--- src/rtl/dp_pkg.sv ---
// Shared types for the pipelined datapath: op encodings, the control
// descriptor carried down the pipe, and status register bit positions.
package dp_pkg;

  typedef enum logic [1:0] {
    ALU_ADD  = 2'b00,
    ALU_SUB  = 2'b01,
    ALU_AND  = 2'b10,
    ALU_NOTB = 2'b11
  } alu_op_e;

  typedef enum logic [1:0] {
    SH_NONE = 2'b00,
    SH_LSL1 = 2'b01,
    SH_LSR1 = 2'b10,
    SH_ASR1 = 2'b11
  } shift_e;

  typedef enum logic [1:0] {
    VSEL_ALU   = 2'b00,
    VSEL_PC    = 2'b01,
    VSEL_IMM8  = 2'b10,
    VSEL_MDATA = 2'b11
  } vsel_e;

  typedef struct packed {
    logic    write;
    vsel_e   vsel;
    logic    asel;
    logic    bsel;
    shift_e  shift;
    alu_op_e alu_op;
    logic    loads;
  } ctrl_t;

  localparam int ST_W = 3;
  localparam int ST_N = 2;
  localparam int ST_V = 1;
  localparam int ST_Z = 0;

endpackage

--- src/rtl/dp_regfile.sv ---
// NREG x WIDTH register file: two combinational read ports, one synchronous
// write port, asynchronous clear. A same-cycle read of a written register sees the old value.
module dp_regfile #(
  parameter int WIDTH = 16,
  parameter int NREG  = 8,
  localparam int RW   = $clog2(NREG)
) (
  input  logic             clk,
  input  logic             i_rst,
  input  logic             i_we,
  input  logic [RW-1:0]    i_wnum,
  input  logic [WIDTH-1:0] i_wdata,
  input  logic [RW-1:0]    i_rnum_a,
  input  logic [RW-1:0]    i_rnum_b,
  output logic [WIDTH-1:0] o_rdata_a,
  output logic [WIDTH-1:0] o_rdata_b
);

  logic [WIDTH-1:0] r_mem [NREG];

  always_ff @(posedge clk or posedge i_rst) begin
    if (i_rst) begin
      for (int i = 0; i < NREG; i++) r_mem[i] <= '0;
    end else if (i_we) begin
      r_mem[i_wnum] <= i_wdata;
    end
  end

  assign o_rdata_a = r_mem[i_rnum_a];
  assign o_rdata_b = r_mem[i_rnum_b];

endmodule

--- src/rtl/pipe_datapath.sv ---
// Three-stage (RD / EX / WB) datapath with NVZ status and RAW hazard handling.
// Define DP_FWD_EN to forward from EX/WB instead of stalling on hazards.
module pipe_datapath
  import dp_pkg::*;
#(
  parameter int WIDTH = 16,
  parameter int NREG  = 8,
  parameter int PC_W  = 8,
  localparam int RW   = $clog2(NREG)
) (
  input  logic             clk,
  input  logic             reset,
  input  logic             in_valid,
  output logic             in_ready,
  input  logic [RW-1:0]    writenum,
  input  logic             write,
  input  logic [RW-1:0]    readnum_a,
  input  logic [RW-1:0]    readnum_b,
  input  logic [1:0]       vsel,
  input  logic             asel,
  input  logic             bsel,
  input  logic [1:0]       shift,
  input  logic [1:0]       ALUop,
  input  logic             loads,
  input  logic [WIDTH-1:0] sximm8,
  input  logic [WIDTH-1:0] sximm5,
  input  logic [WIDTH-1:0] mdata,
  input  logic [PC_W-1:0]  PC,
  output logic             out_valid,
  output logic [WIDTH-1:0] datapath_out,
  output logic             N,
  output logic             V,
  output logic             Z
);

  // Handshake: a descriptor moves into the pipe on a rising edge where
  // in_valid && in_ready; it must stay stable while in_valid && !in_ready.

  function automatic logic [WIDTH-1:0] wb_sel(input vsel_e s, input logic [WIDTH-1:0] alu,
                                              input logic [PC_W-1:0] pc,
                                              input logic [WIDTH-1:0] imm8,
                                              input logic [WIDTH-1:0] md);
    case (s)
      VSEL_ALU:  return alu;
      VSEL_PC:   return WIDTH'(pc);
      VSEL_IMM8: return imm8;
      default:   return md;
    endcase
  endfunction

  ctrl_t            w_in_ctrl;
  logic             w_accept, w_stall;
  logic [WIDTH-1:0] w_rf_a, w_rf_b, w_opnd_a, w_opnd_b;

  logic             r_ex_valid;
  ctrl_t            r_ex_ctrl;
  logic [RW-1:0]    r_ex_wnum;
  logic [WIDTH-1:0] r_a, r_b, r_ex_sximm8, r_ex_sximm5, r_ex_mdata;
  logic [PC_W-1:0]  r_ex_pc;

  logic             r_wb_valid, r_wb_write;
  logic [RW-1:0]    r_wb_wnum;
  vsel_e            r_wb_vsel;
  logic [WIDTH-1:0] r_c, r_wb_sximm8, r_wb_mdata;
  logic [PC_W-1:0]  r_wb_pc;
  logic [ST_W-1:0]  r_status;

  logic [WIDTH-1:0] w_b_shift, w_ain, w_bin, w_alu, w_wb_data;
  logic             w_ovf;
  logic [ST_W-1:0]  w_status_next;

  assign w_in_ctrl = '{write: write, vsel: vsel_e'(vsel), asel: asel, bsel: bsel,
                       shift: shift_e'(shift), alu_op: alu_op_e'(ALUop), loads: loads};

  // Only operands actually consumed by the incoming op can create a hazard.
  logic w_ex_wr, w_wb_wr, w_ex_hit_a, w_ex_hit_b, w_wb_hit_a, w_wb_hit_b;
  assign w_ex_wr    = r_ex_valid && r_ex_ctrl.write;
  assign w_wb_wr    = r_wb_valid && r_wb_write;
  assign w_ex_hit_a = w_ex_wr && !asel && (r_ex_wnum == readnum_a);
  assign w_ex_hit_b = w_ex_wr && !bsel && (r_ex_wnum == readnum_b);
  assign w_wb_hit_a = w_wb_wr && !asel && (r_wb_wnum == readnum_a);
  assign w_wb_hit_b = w_wb_wr && !bsel && (r_wb_wnum == readnum_b);

  dp_regfile #(.WIDTH(WIDTH), .NREG(NREG)) u_regfile (
    .clk       (clk),
    .i_rst     (reset),
    .i_we      (w_wb_wr),
    .i_wnum    (r_wb_wnum),
    .i_wdata   (w_wb_data),
    .i_rnum_a  (readnum_a),
    .i_rnum_b  (readnum_b),
    .o_rdata_a (w_rf_a),
    .o_rdata_b (w_rf_b)
  );

`ifdef DP_FWD_EN
  logic [WIDTH-1:0] w_ex_data;
  assign w_ex_data = wb_sel(r_ex_ctrl.vsel, w_alu, r_ex_pc, r_ex_sximm8, r_ex_mdata);
  assign w_stall   = 1'b0;
  // The younger producer (EX) wins over WB.
  assign w_opnd_a  = w_ex_hit_a ? w_ex_data : (w_wb_hit_a ? w_wb_data : w_rf_a);
  assign w_opnd_b  = w_ex_hit_b ? w_ex_data : (w_wb_hit_b ? w_wb_data : w_rf_b);
`else
  assign w_stall  = in_valid && (w_ex_hit_a || w_ex_hit_b || w_wb_hit_a || w_wb_hit_b);
  assign w_opnd_a = w_rf_a;
  assign w_opnd_b = w_rf_b;
`endif

  assign in_ready = !reset && !w_stall;
  assign w_accept = in_valid && in_ready;

  always_comb begin
    case (r_ex_ctrl.shift)
      SH_LSL1: w_b_shift = {r_b[WIDTH-2:0], 1'b0};
      SH_LSR1: w_b_shift = {1'b0, r_b[WIDTH-1:1]};
      SH_ASR1: w_b_shift = {r_b[WIDTH-1], r_b[WIDTH-1:1]};
      default: w_b_shift = r_b;
    endcase
    w_ain = r_ex_ctrl.asel ? '0 : r_a;
    w_bin = r_ex_ctrl.bsel ? r_ex_sximm5 : w_b_shift;
  end

  always_comb begin
    w_alu = '0;
    w_ovf = 1'b0;
    case (r_ex_ctrl.alu_op)
      ALU_ADD: begin
        w_alu = w_ain + w_bin;
        w_ovf = (w_ain[WIDTH-1] == w_bin[WIDTH-1]) && (w_alu[WIDTH-1] != w_ain[WIDTH-1]);
      end
      ALU_SUB: begin
        w_alu = w_ain - w_bin;
        w_ovf = (w_ain[WIDTH-1] != w_bin[WIDTH-1]) && (w_alu[WIDTH-1] != w_ain[WIDTH-1]);
      end
      ALU_AND:  w_alu = w_ain & w_bin;
      default:  w_alu = ~w_bin;
    endcase
    w_status_next       = '0;
    w_status_next[ST_N] = w_alu[WIDTH-1];
    w_status_next[ST_V] = w_ovf;
    w_status_next[ST_Z] = (w_alu == '0);
  end

  assign w_wb_data = wb_sel(r_wb_vsel, r_c, r_wb_pc, r_wb_sximm8, r_wb_mdata);

  always_ff @(posedge clk or posedge reset) begin
    if (reset) begin
      r_ex_valid  <= 1'b0;
      r_ex_ctrl   <= '0;
      r_ex_wnum   <= '0;
      r_a         <= '0;
      r_b         <= '0;
      r_ex_sximm8 <= '0;
      r_ex_sximm5 <= '0;
      r_ex_mdata  <= '0;
      r_ex_pc     <= '0;
    end else begin
      r_ex_valid <= w_accept;
      if (w_accept) begin
        r_ex_ctrl   <= w_in_ctrl;
        r_ex_wnum   <= writenum;
        r_a         <= w_opnd_a;
        r_b         <= w_opnd_b;
        r_ex_sximm8 <= sximm8;
        r_ex_sximm5 <= sximm5;
        r_ex_mdata  <= mdata;
        r_ex_pc     <= PC;
      end
    end
  end

  // Bubbles in EX leave C and status untouched.
  always_ff @(posedge clk or posedge reset) begin
    if (reset) begin
      r_wb_valid  <= 1'b0;
      r_wb_write  <= 1'b0;
      r_wb_wnum   <= '0;
      r_wb_vsel   <= VSEL_ALU;
      r_c         <= '0;
      r_wb_sximm8 <= '0;
      r_wb_mdata  <= '0;
      r_wb_pc     <= '0;
      r_status    <= '0;
    end else begin
      r_wb_valid <= r_ex_valid;
      if (r_ex_valid) begin
        r_c         <= w_alu;
        r_wb_write  <= r_ex_ctrl.write;
        r_wb_wnum   <= r_ex_wnum;
        r_wb_vsel   <= r_ex_ctrl.vsel;
        r_wb_sximm8 <= r_ex_sximm8;
        r_wb_mdata  <= r_ex_mdata;
        r_wb_pc     <= r_ex_pc;
        if (r_ex_ctrl.loads) r_status <= w_status_next;
      end
    end
  end

  assign out_valid    = r_wb_valid;
  assign datapath_out = r_c;
  assign N            = r_status[ST_N];
  assign V            = r_status[ST_V];
  assign Z            = r_status[ST_Z];

endmodule
--- config.mk ---
export PLATFORM = sky130hd
export DESIGN_NAME = pipe_datapath
export DESIGN_NICKNAME = d
export VERILOG_FILES = /design/src/rtl/dp_pkg.sv /design/src/rtl/dp_regfile.sv /design/src/rtl/pipe_datapath.sv
export SDC_FILE = /design/constraint.sdc
export NUM_CORES = 1
export LEC_CHECK = 0
export ABC_AREA = 1
export CAP_MARGIN = 10
export CORE_MARGIN = 2
export CORE_UTILIZATION = 55
export DETAILED_ROUTE_END_ITERATION = 6
export PLACE_DENSITY = 0.75
export SLEW_MARGIN = 20
export SYNTH_ARGS = -nofsm -noshare
export SYNTH_HDL_FRONTEND = slang
export SYNTH_SLANG_ARGS = --single-unit
--- constraint.sdc ---
create_clock -name clk -period 24.5 [get_ports clk]
set_clock_uncertainty 0.2 [all_clocks]
set_input_delay 2.45 -clock clk [delete_from_list [all_inputs] [get_ports clk]]
set_output_delay 2.45 -clock clk [all_outputs]
set_load 0.02 [all_outputs]
==> results.cfg, run 1 <==
[global_route]
grt_use_total_pct = 32.4
overflow = 0
grt_max_degree = 160
grt_pass1_wl_um = 79100
first_global_vias = 14711
antenna_found_initial = 0

[clock_tree]
cts_resized = 0
holdBufCountCts = 0
h-tree-depth = 2
cts_made_buffers = 34
root_buffer = clkbuf_16
path_clk_slew_ps = 60
clock_latency_ps = 530
cts_tree = built
cts_sinks = 296
post_cts.repair.setup_buffers = 0
cts.path.max_buffers = 3

[worst_setup_path]
cpPeakStageDelay_ps = 640
path_buf_inv = 3
crit_top_cell = buf_4
crit_type = primary input to primary output
cp_max_fo = 74
cp-end-kind = primary output
worstPathCellList = buf_4 -> buf_4 -> xnor2_1 -> nand3_1 -> nor3_1 -> a41oi_2 -> nand2_1 -> a21oi_1 -> clkdlybuf4s50_1
slowest_stage = buf_4
required_ps = 21850
critPathArrivalTime_ps = 5060
setup.worst_path.start_class = primary input
critical-path-top-delay-family = buffers and inverters

[synth]
synth_top_family_by_area = simple AND/OR/NAND/NOR gates
ys_warn_count = 0
synthMuxAreaShare_pct = 0
synthesis.area_um2 = 16300
synth_compound_area_share_pct = 17.5
synthCells = 2248
synth_xor_area_share_pct = 0.377
synth_fa_ha_area_share_pct = 2.71
yosys.area_share.simple_pct = 25.1
synth_area_per_cell_um2 = 7.23
syn-num-nets = 2360
synth_cell_types = 38
ys_seq_area_share_pct = 45.6
ys_ff_latch = 296

[floorplan]
num_rows = 62
die_w_um = 176
die_y_um = 176
dieArea_um2 = 30900
initial_utilization_pct = 56.2
core-area_um2 = 28900
io_pins = 99

[timing]
maxSlewViolCount = 0
setup-tns-final_ps = 0
worstMarginPinSlew_ps = 1130
min_period_over_period_pct = 31.5
fmax_mhz = 130
rsz0062_at_grt = no
setup_viol = 0
hold_viol = 0
period_minus_slack_ps = 7710
relSlewSlack_pct = 24.1

[layout]
diodes = 0
seq_area_um2 = 7410
fillCellCount = 2577
multi_input_area_um2 = 7460
areaGrowthSynthToFinish_pct = 14.4
drive_gt1_share_pct = 4.37
fin_nets = 2400
layoutNonFillerInstCount = 2695

[outcome]
outcome = complete, no violations

[drt]
vias = 15562
via_per_inst = 5.77
routed_wl_um = 49800
drc = 0
final_antenna_net_count = 0
first_iter_violations = 1625
wire_per_inst_um = 18.5
dr.pass1.iters = 7

[power]
powerDensity_nw_per_um2 = 92.2
ir_drop_mv = 0.0578
power_leakage_uw = 0.00897

[placed_design]
hpwl_um = 33800
place_congestion = 0.954
port_buffers = 98
dp_cells = 2635

[hold_path]
hold_class = flip-flop to flip-flop

[flow_run]
cap_violations = 0
## worst paths after layout
| kind | startpoint | to | slack (ps) | cells past startpoint |
|---|---|---|---|---|
| max | readnum_b[0] | in_ready | 16790 | 9 |
| min | r_wb_mdata[4] | r_wb_mdata[4] | 270 | 2 |
| max reg2reg | r_ex_ctrl[4] | r_status[0] | 20540 | 18 |
| min reg2reg | r_wb_mdata[4] | r_wb_mdata[4] | 270 | 2 |
| max in group asynchronous | reset | u_regfile.r_mem[68] | 20300 | 3 |
| min in group asynchronous | reset | r_ex_ctrl[7] | 2380 | 2 |
## power breakdown
group          internal [uW]  switching [uW]
Combinational            174             353
Clock                    311             211
Sequential               588            75.3
Total                   1070             640
## cell usage after synthesis (all sizes together)
master | number | area [um2]
a21boi | 1 | 7.51
a21oi | 162 | 811
a221oi | 4 | 35.0
a31oi | 2 | 12.5
a41oi | 1 | 16.3
and2 | 2 | 12.5
and3 | 1 | 6.26
buf | 60 | 312
clkbuf | 60 | 225
dfrtp | 296 | 7410
fa | 2 | 40.0
ha | 32 | 400
inv | 231 | 870
nand2 | 763 | 2870
nand3 | 149 | 746
nand3b | 3 | 22.5
nand4 | 13 | 87.6
nor2 | 81 | 322
nor3 | 3 | 15.0
o211ai | 1 | 7.51
o21a | 5 | 37.5
o21ai | 337 | 1690
o21bai | 2 | 15.0
o221ai | 15 | 131
o22ai | 14 | 87.6
or2 | 1 | 6.26
xnor2 | 6 | 52.6
xor2 | 1 | 8.76
## worst reg2reg max path, stage by stage (launching register included)
cell,delay [ps]
dfrtp_1,530
inv_4,240
nand2_1,310
o22ai_1,210
o21a_1,180
inv_1,70
ha_1,440
inv_1,200
nand2_1,110
nor3_1,250
and2_1,180
nand2_1,70
nand2_1,110
nand2_1,70
nand3_1,70
nand4_1,310
nor2_1,200
nand3_1,120
nand2_1,70
## area by class of cell
class | count | share of cell area [%]
Tap cell | 384 | 2.59
Timing Repair Buffer | 124 | 6.48
Clock inverter | 14 | 1.04
Multi-Input combinational cell | 1601 | 40.1
Sequential cell | 296 | 39.9
Clock buffer | 45 | 5.18
Inverter | 231 | 4.72
## layer usage
layer | vias up | track usage (%) | share of wire [%] | wire (um)
met4 | 0 | 13.5 | 4.1 | 2070
met5 | - | 0 | 0 | 0
met3 | 131 | 5.15 | 8.4 | 4160
met1 | 7332 | 45.6 | 43 | 21300
met2 | 742 | 50.4 | 45 | 22200
li1 | 7357 | - | - | -
## through the flow
step	setup WS, ps	power [uW]	hold WS, ps	util [%]	cell area [um2]
floorplan	13640	987	190	-	16300
global placement	16920	1170	254	60.1	17400
detailed placement	16870	1180	264	60.1	17400
CTS	16860	1700	278	64.1	18600
global route	16660	1810	299	64.2	18600
finish	16790	1710	274	64.2	18600
## cells by family (layout without fill, tap and decap cells)
kind of cell               count (synthesis)  after routing
AOI/OAI and AO/OA                        544            544
and+or+nand+nor                         1016           1016
buffers and inverters                    351            414
DFF                                      296            296
xor gates and xnor gates                   7              7
adders and majority gates                 34             34
## state kept, by name, summed over array words and instances, names as in the netlist, 2 cells and up
name / count
r_wb_pc: 8
r_a: 16
r_ex_mdata: 16
r_ex_wnum: 3
r_ex_sximm5: 16
r_b: 16
r_wb_vsel: 2
u_regfile.r_mem: 128
datapath_out: 16
r_ex_sximm8: 16
r_ex_ctrl: 10
r_status: 3
r_ex_pc: 8
r_wb_sximm8: 16
r_wb_wnum: 3
r_wb_mdata: 16
## cells in the final DEF (no fill, tap or decap), types with 2 or more instances in the layout
cell type / count
clkinv_2: 5
nand2_1: 762
nand4_1: 12
o21ai_0: 315
nor3_1: 3
buf_4: 26
inv_2: 3
xnor2_1: 6
bufinv_16: 3
a221oi_1: 4
fa_1: 2
a21oi_1: 162
clkdlybuf4s50_1: 96
o21ai_1: 21
o221ai_1: 14
and2_1: 2
nor2_1: 74
dfrtp_1: 295
o21a_1: 5
clkbuf_1: 4
o21bai_1: 2
inv_1: 226
o22ai_1: 14
clkbuf_8: 7
clkinvlp_4: 2
nand3b_1: 3
clkbuf_16: 34
ha_1: 32
nand3_1: 149
nor2_2: 6
a31oi_1: 2
Power figures use the tool's default switching activity.
==> run 2, diff against run 1 <==
--- a/config.mk
+++ b/config.mk
@@ -8,9 +8,9 @@
 export ABC_AREA = 1
 export CAP_MARGIN = 10
 export CORE_MARGIN = 2
-export CORE_UTILIZATION = 55
+export CORE_UTILIZATION = 54
 export DETAILED_ROUTE_END_ITERATION = 6
-export PLACE_DENSITY = 0.75
+export PLACE_DENSITY = 0.76
 export SLEW_MARGIN = 20
 export SYNTH_ARGS = -nofsm -noshare
 export SYNTH_HDL_FRONTEND = slang
==> constraint.sdc (replaced) <==
create_clock -name clk -period 6.5 [get_ports clk]
set_clock_uncertainty 0.2 [all_clocks]
set_input_delay 0.65 -clock clk [delete_from_list [all_inputs] [get_ports clk]]
set_output_delay 0.65 -clock clk [all_outputs]
set_load 0.02 [all_outputs]
==> run 2 against run 1 <==
  * Sequential cell count unchanged
  * Non-clock buffer count increased by 2
  * First-iteration DRC count increased by 19%
  * Core utilization down 2.0 points
  * Clock-buffer cell count down 1
  * Largest cell class unchanged
==> results.cfg, run 2 (synthesized netlist as in run 1, its figures left out) <==
[power]
power_frac_seq_pct = 40.1
ir_drop_mv = 0.260
intPower_uw = 3870
swShare_pct = 37.7
p_sw_uw = 2350
power_leakage_uw = 0.00890
powerDensity_nw_per_um2 = 337
combPwrFrac_pct = 31.8
clock_power_share_pct = 28.1

[timing]
period_minus_slack_ps = 4370
setup-tns-final_ps = 0
holdWs_ps = 275
maxSlewViolCount = 0
min_period_over_period_pct = 67.3
setup_viol = 0
relSlewSlack_pct = 27.5
worstMarginPinSlew_ps = 1090
hold_viol = 0
fmax_mhz = 229
rsz0062_at_grt = no

[placed_design]
port_buffers = 98
placed_cell_area_um2 = 17400
hpwl_um = 34000
place_congestion = 0.935

[drt]
via_per_inst = 5.77
first_iter_violations = 1935
routed_wl_um = 50000
drc = 0
wire_per_inst_um = 18.5
vias = 15563
final_antenna_net_count = 0
dr.pass1.iters = 6

[layout]
max_flop_register = u_regfile.r_mem
diodes = 0
design_area_um2 = 18400
postLayoutCoreUtil_pct = 62.2
fillCellCount = 2685
areaGrowthSynthToFinish_pct = 13.5
drive_gt1_share_pct = 4.24
fin_nets = 2399
mostFrequentLayoutCells = nand2_1, o21ai_0, dfrtp_1, inv_1, a21oi_1
largest_reg_flops = 128
layout_commonest_cell = nand2_1

[clock_tree]
path_clk_slew_ps = 60
root_buffer = clkbuf_16
clock_latency_ps = 590
cts_sinks = 296
h-tree-depth = 1
cts_made_buffers = 31
post_cts.repair.setup_buffers = 0
cts.path.max_buffers = 3
holdBufCountCts = 0
cts_resized = 0
cts_tree = built

[worst_setup_path]
slowest_stage = clkdlybuf4s50_1
setup.worst_path.start_class = primary input
crit_type = primary input to flip-flop
cp_max_fo = 52
critPathArrivalTime_ps = 4590
worstPathCellList = clkdlybuf4s50_1 -> buf_4 -> inv_2 -> nand2_1 -> nand3_1 -> o21ai_1 -> nand3_1 -> nand4_4 -> inv_2 -> buf_4 -> o21ai_0
cpPeakStageDelay_ps = 820
cp-end-kind = flip-flop
required_ps = 6720

[global_route]
overflow = 0
grt_max_degree = 185
first_global_vias = 14633
grt_use_total_pct = 31.8
grt_pass1_wl_um = 78700
antenna_found_initial = 0

[flow_run]
cap_violations = 0

[floorplan]
core-area_um2 = 29600
num_rows = 63
io_pins = 99
dieArea_um2 = 31500
die_w_um = 177
initial_utilization_pct = 54.8
die_y_um = 177

[hold_path]
hold_class = flip-flop to flip-flop

[outcome]
outcome = complete, no violations
[run 2: final cells by class]
cell class	count	area [um2]	share of cell area, %
multi-input cells	1601	7460	40.4
flip-flops and latches	296	7410	40.2
repair buffers	126	1210	6.58
clock buffers	44	905	4.90
inverters	231	873	4.73
well taps	390	488	2.65
clock inverters	11	100	0.543
[run 2: power groups by stage]
stage | clock [uW] | sequential, uW | combinational [uW]
floorplan | 0 | 2470 | 1250
global placement | 0 | 2490 | 1890
detailed placement | 0 | 2510 | 1930
CTS | 1760 | 2480 | 1950
global route | 1830 | 2530 | 2200
finish | 1750 | 2490 | 1980
[run 2: worst paths after layout]
path	cells past startpoint	to	startpoint	slack [ps]
setup / recovery	11	r_ex_ctrl[2]	readnum_b[2]	2130
hold / removal	2	r_wb_mdata[7]	r_wb_mdata[7]	270
setup reg to reg	18	r_status[0]	r_ex_ctrl[4]	2620
hold reg to reg	2	r_wb_mdata[7]	r_wb_mdata[7]	270
max in group asynchronous	5	u_regfile.r_mem[85]	reset	3590
min in group asynchronous	2	out_valid	reset	400
[run 2: layer usage]
metal  track usage (%)  vias to the layer above  part of all wire (%)
li1                  -                     7357                     -
met1              44.8                     7332                    43
met2              50.0                      742                    45
met3              4.65                      132                   8.2
met5                 0                        -                     0
met4              11.5                        0                   3.8
[run 2: worst max-delay path: cells and delay by family]
family	cells	cell delay [ps]
and+or+nand+nor	4	920
AOI/OAI and AO/OA	2	220
buffers and inverters	5	2730
[run 2: through the flow]
stage	worst slack, ps	instances	total power, uW
after CTS	2220	2697	6190
after global placement	1760	2641	4380
final	2130	2699	6220
after global routing	1810	2699	6560
after detailed placement	1690	2642	4440
after floorplan	62.5	2248	3720
==> variant 1: new RTL, settings of run 2 <==
Make the reset (`i_rst` and `reset`) synchronous in 3 clocked blocks. Comments in the files are not updated.
--- a/src/rtl/dp_regfile.sv
+++ b/src/rtl/dp_regfile.sv
@@ -20,3 +20,3 @@
 
-  always_ff @(posedge clk or posedge i_rst) begin
+  always_ff @(posedge clk) begin
     if (i_rst) begin
--- a/src/rtl/pipe_datapath.sv
+++ b/src/rtl/pipe_datapath.sv
@@ -145,3 +145,3 @@
 
-  always_ff @(posedge clk or posedge reset) begin
+  always_ff @(posedge clk) begin
     if (reset) begin
@@ -172,3 +172,3 @@
   // Bubbles in EX leave C and status untouched.
-  always_ff @(posedge clk or posedge reset) begin
+  always_ff @(posedge clk) begin
     if (reset) begin
Behaviour: differs if reset is asserted again (counterexample within 4 cycles, from zero or initial values and one cycle with reset high); with reset held inactive, the same outputs for 4 cycles.
==> variant 1 against run 2 <==
The flow now finishes with violations (DRC). Register-to-register slack better by 100 ps. First-iteration DRC count up 6.6%. Maximum frequency is 4.4% higher. Sequential cell count unchanged. Count of clock-buffer cells in the layout fell by 3. Via count hardly changed. Setup slack improved by 190 ps. Area after synthesis is 0.45% higher. Wire length about the same. Cell area down 0.71%.
Power is not compared: it rests on default switching activity, and its combinational part moved more than twofold at a synthesized area within 25%.
==> variant 1: results (changes against run 2) <==
metric,value,unit,change
synth_cell_types,39,,was 38
cts_buffers,30,,was 31
grt_pass1_wl,79200,um,"was 78,700 um"
drtIter0Drc,2063,,"was 1,935"
synthTopCellsByCount,"nand2_1 (635), nor2_1 (340), inv_1 (270), o21ai_0 (259), dfxtp_1 (168)",,"was nand2_1 (762), o21ai_0 (315), dfrtp_1 (296), inv_1 (227), a21oi_1 (162)"
gp_congestion,0.973,,was 0.935
cp_max_fo,35,,was 52
failed_checks,DRC,,
drive_above_1_share,3.86,%,was 4.24%
insertion_delay,570,ps,was 590 ps
yosysSeqAreaShare,44.1,%,was 45.6%
antenna_found_initial,1,,was 0
r2r_start,r_ex_ctrl[4]$_SDFFE_PP0P_,,was r_ex_ctrl[4]$_DFFE_PP0P_
drc,3,,was 0
slew_headroom,21.1,%,was 27.5%
whs,262,ps,was 275 ps
grtUsageMet2,51.6,%,was 50.0%
met3_usage,4.03,%,was 4.65%
syn_inst,2337,,"was 2,248"
grt_pass1_vias,14508,,"was 14,633"
max_stage_delay,640,ps,was 820 ps
reg2reg_slack,2720,ps,was 2620 ps
wl_per_cell,18.0,um,was 18.5 um
post_dp_cell_area,0.0174,mm2,about the same
synth_edf_count,128,,was 0
synth_fp_nets,2452,,"was 2,360"
placed_cells,2717,,"was 2,642"
wl_met3,4180,um,was 4100 um
hpwl,35200,um,"was 34,000 um"
fin_ws,2310,ps,was 2130 ps
r2r_end,r_status[0]$_SDFFE_PP0P_,,was r_status[0]$_DFFE_PP0P_
use_met1,43.7,%,was 44.8%
synth_top_flop_cell,dfxtp_1,,was dfrtp_1
vias,15554,,"was 15,563"
status,"finished, violations left",,was finished clean
worstPathArrival,3340,ps,was 4590 ps
grt_usage,31.9,%,was 31.8%
min_from,r_wb_pc[6]$_SDFFE_PP0P_,,was r_wb_mdata[7]$_DFFE_PP0P_
r2r_cells,17,,was 18
critPathCapture,in_ready,,was r_ex_ctrl[2]$_DFFE_PP0P_
hold_end,r_wb_pc[6]$_SDFFE_PP0P_,,was r_wb_mdata[7]$_DFFE_PP0P_
place_ws,2160,ps,was 1690 ps
drt-met1-wl,20800,um,"was 21,300 um"
[variant 1: cell count changes in the layout (fill, tap and decap cells not counted), sizes merged, moves of 65 or more]
cell    delta
a21oi    -101
nor2     +268
nand2    -127
dfxtp    +168
edfxtp   +128
o21ai     -65
dfrtp    -296
[variant 1: area by class of cell]
type                            instances  area, um2  share of cell area [%]
Tap cell                              390        488                    2.66
Timing Repair Buffer                  116       1110                    6.04
Clock inverter                         15        106                   0.581
Antenna cell                            1       2.50                  0.0137
Multi-Input combinational cell       1626       7480                    40.8
Clock buffer                           41        835                    4.56
Sequential cell                       296       7210                    39.4
Inverter                              290       1090                    5.96
[variant 1: cells by family after synthesis]
| logic type | Yosys count | share of synthesized area (%) |
|---|---|---|
| DFF | 296 | 44.1 |
| and+or+nand+nor | 1173 | 28.8 |
| xor gates and xnor gates | 7 | 0.376 |
| AOI/OAI and AO/OA | 409 | 13.5 |
| adders and majority gates | 37 | 2.93 |
| buffers and inverters | 415 | 10.2 |
==> variant 2: new RTL, flow settings as in run 2 <==
Without the edit above. `NREG` is set to 8 in 2 places; all go to 4.
--- a/src/rtl/dp_regfile.sv
+++ b/src/rtl/dp_regfile.sv
@@ -4,3 +4,3 @@
   parameter int WIDTH = 16,
-  parameter int NREG  = 8,
+  parameter int NREG  = 4,
   localparam int RW   = $clog2(NREG)
--- a/src/rtl/pipe_datapath.sv
+++ b/src/rtl/pipe_datapath.sv
@@ -6,3 +6,3 @@
   parameter int WIDTH = 16,
-  parameter int NREG  = 8,
+  parameter int NREG  = 4,
   parameter int PC_W  = 8,
Interface: changed (resized readnum_a, readnum_b and writenum); port bits go from 99 to 96. The function was not compared with the original's and may differ.
==> variant 2 against run 2 <==
Sequential cell count down 66. Setup slack better by 360 ps. Power down 15%. Wire length down 26%. Combinational power down 5%. Cell area down 21%. Area after synthesis down 22%.
==> variant 2: results (changes against run 2) <==
metric,value,unit,change
worstPathArrival,3170,ps,was 4590 ps
max_freq,249,MHz,was 229 MHz
synthTopCellsByCount,"nand2_1 (667), dfrtp_1 (230), inv_1 (189), o21ai_0 (179), a21oi_1 (95)",,"was nand2_1 (762), o21ai_0 (315), dfrtp_1 (296), inv_1 (227), a21oi_1 (162)"
cts_setup_buffers,0,,unchanged
max_stage_delay,540,ps,was 820 ps
critPathCapture,in_ready,,was r_ex_ctrl[2]$_DFFE_PP0P_
r2r_cells,19,,was 18
drive_above_1_share,3.13,%,was 4.24%
largest_register_ffs,64,,was 128
grt_usage,30.4,%,was 31.8%
insertion_delay,510,ps,was 590 ps
yosysSeqAreaShare,45.4,%,was 45.6%
max-vdd-ir-drop,0.000205,V,was 0.000260 V
status,finished clean,,unchanged
cp_max_fo,19,,was 52
grt_max_degree,105,,was 185
crit_start,readnum_b[1],,was readnum_b[2]
nets,1914,,"was 2,399"
wl_per_cell,17.4,um,was 18.5 um
gp_congestion,0.974,,was 0.935
reg2reg_slack,2530,ps,was 2620 ps
tightestPinTransition,1080,ps,was 1090 ps
post_dp_cell_area,0.0137,mm2,was 0.0174 mm2
grt_pass1_wl,59200,um,"was 78,700 um"
cts_buffers,24,,was 31
p_leak,7.24,nW,was 8.90 nW
setup_viol,0,,unchanged
yosys-top-cells-area,"dfrtp_1 (45%), nand2_1 (20%), o21ai_0 (7.1%), inv_1 (5.6%), a21oi_1 (3.8%)",,"was dfrtp_1 (46%), nand2_1 (18%), o21ai_0 (9.7%), inv_1 (5.2%), a21oi_1 (5.0%)"
-- variant 2: cells by family after synthesis --
kind of cell	Yosys count	share of synthesized area, %
AND/OR/NAND/NOR	859	27.1
AO/OA/AOI/OAI	350	14.8
buffers and inverters	277	8.66
flip-flops	230	45.4
adder cells (fa/ha/maj)	34	3.47
XOR/XNOR	7	0.484
multiplexers	1	0.0888
-- variant 2: cell type report --
type                            instances  area (um2)
Tap cell                              319         399
Clock buffer                           40         732
Inverter                              192         727
Multi-Input combinational cell       1251        5820
Timing Repair Buffer                  106        1040
Fill cell                            2083        8740
Clock inverter                          3        42.5
Sequential cell                       230        5760
-- variant 2: metal layers --
layer  vias to the layer above  GRT usage [%]  routed length (um)
li1                       5699              -                   -
met1                      5623           41.2               15800
met2                       448           49.8               17500
met3                        96           3.30                2200
met4                         0           13.0                1680
met5                         -              0                   0
-- variant 2: per-stage QoR --
| step | cells | util [%] |
|---|---|---|
| finish | 2141 | 62.4 |
| global route | 2141 | 62.4 |
| CTS | 2140 | 62.3 |
| detailed placement | 2097 | 59.0 |
| global placement | 2097 | 59.0 |
| floorplan | 1758 | - |
-- variant 2: critical path: cells and delay by family --
kind	cells	cell delay [ps]
AOI/OAI and AO/OA	1	40
buffers and inverters	4	1760
and+or+nand+nor	7	700
-- variant 2: worst min path at each step --
stage	from	to	slack [ps]	cells after the start
4_1_cts	r_ex_mdata[4]$_DFFE_PP0P_	r_wb_mdata[4]$_DFFE_PP0P_	270	2
3_5_place_dp	r_ex_mdata[4]$_DFFE_PP0P_	r_wb_mdata[4]$_DFFE_PP0P_	260	2
6_report	r_ex_mdata[4]$_DFFE_PP0P_	r_wb_mdata[4]$_DFFE_PP0P_	270	2
3_3_place_gp	r_wb_mdata[7]$_DFFE_PP0P_	r_wb_mdata[7]$_DFFE_PP0P_	250	2
5_1_grt	r_wb_mdata[1]$_DFFE_PP0P_	r_wb_mdata[1]$_DFFE_PP0P_	300	2
2_1_floorplan	r_ex_valid$_DFF_PP0_	out_valid$_DFF_PP0_	150	0
-- variant 2: report_power, final --
| part | internal (mW) | switching (mW) |
|---|---|---|
| clock network | 0.803 | 0.545 |
| logic | 0.636 | 1.24 |
| registers | 1.79 | 0.270 |
| total | 3.22 | 2.06 |
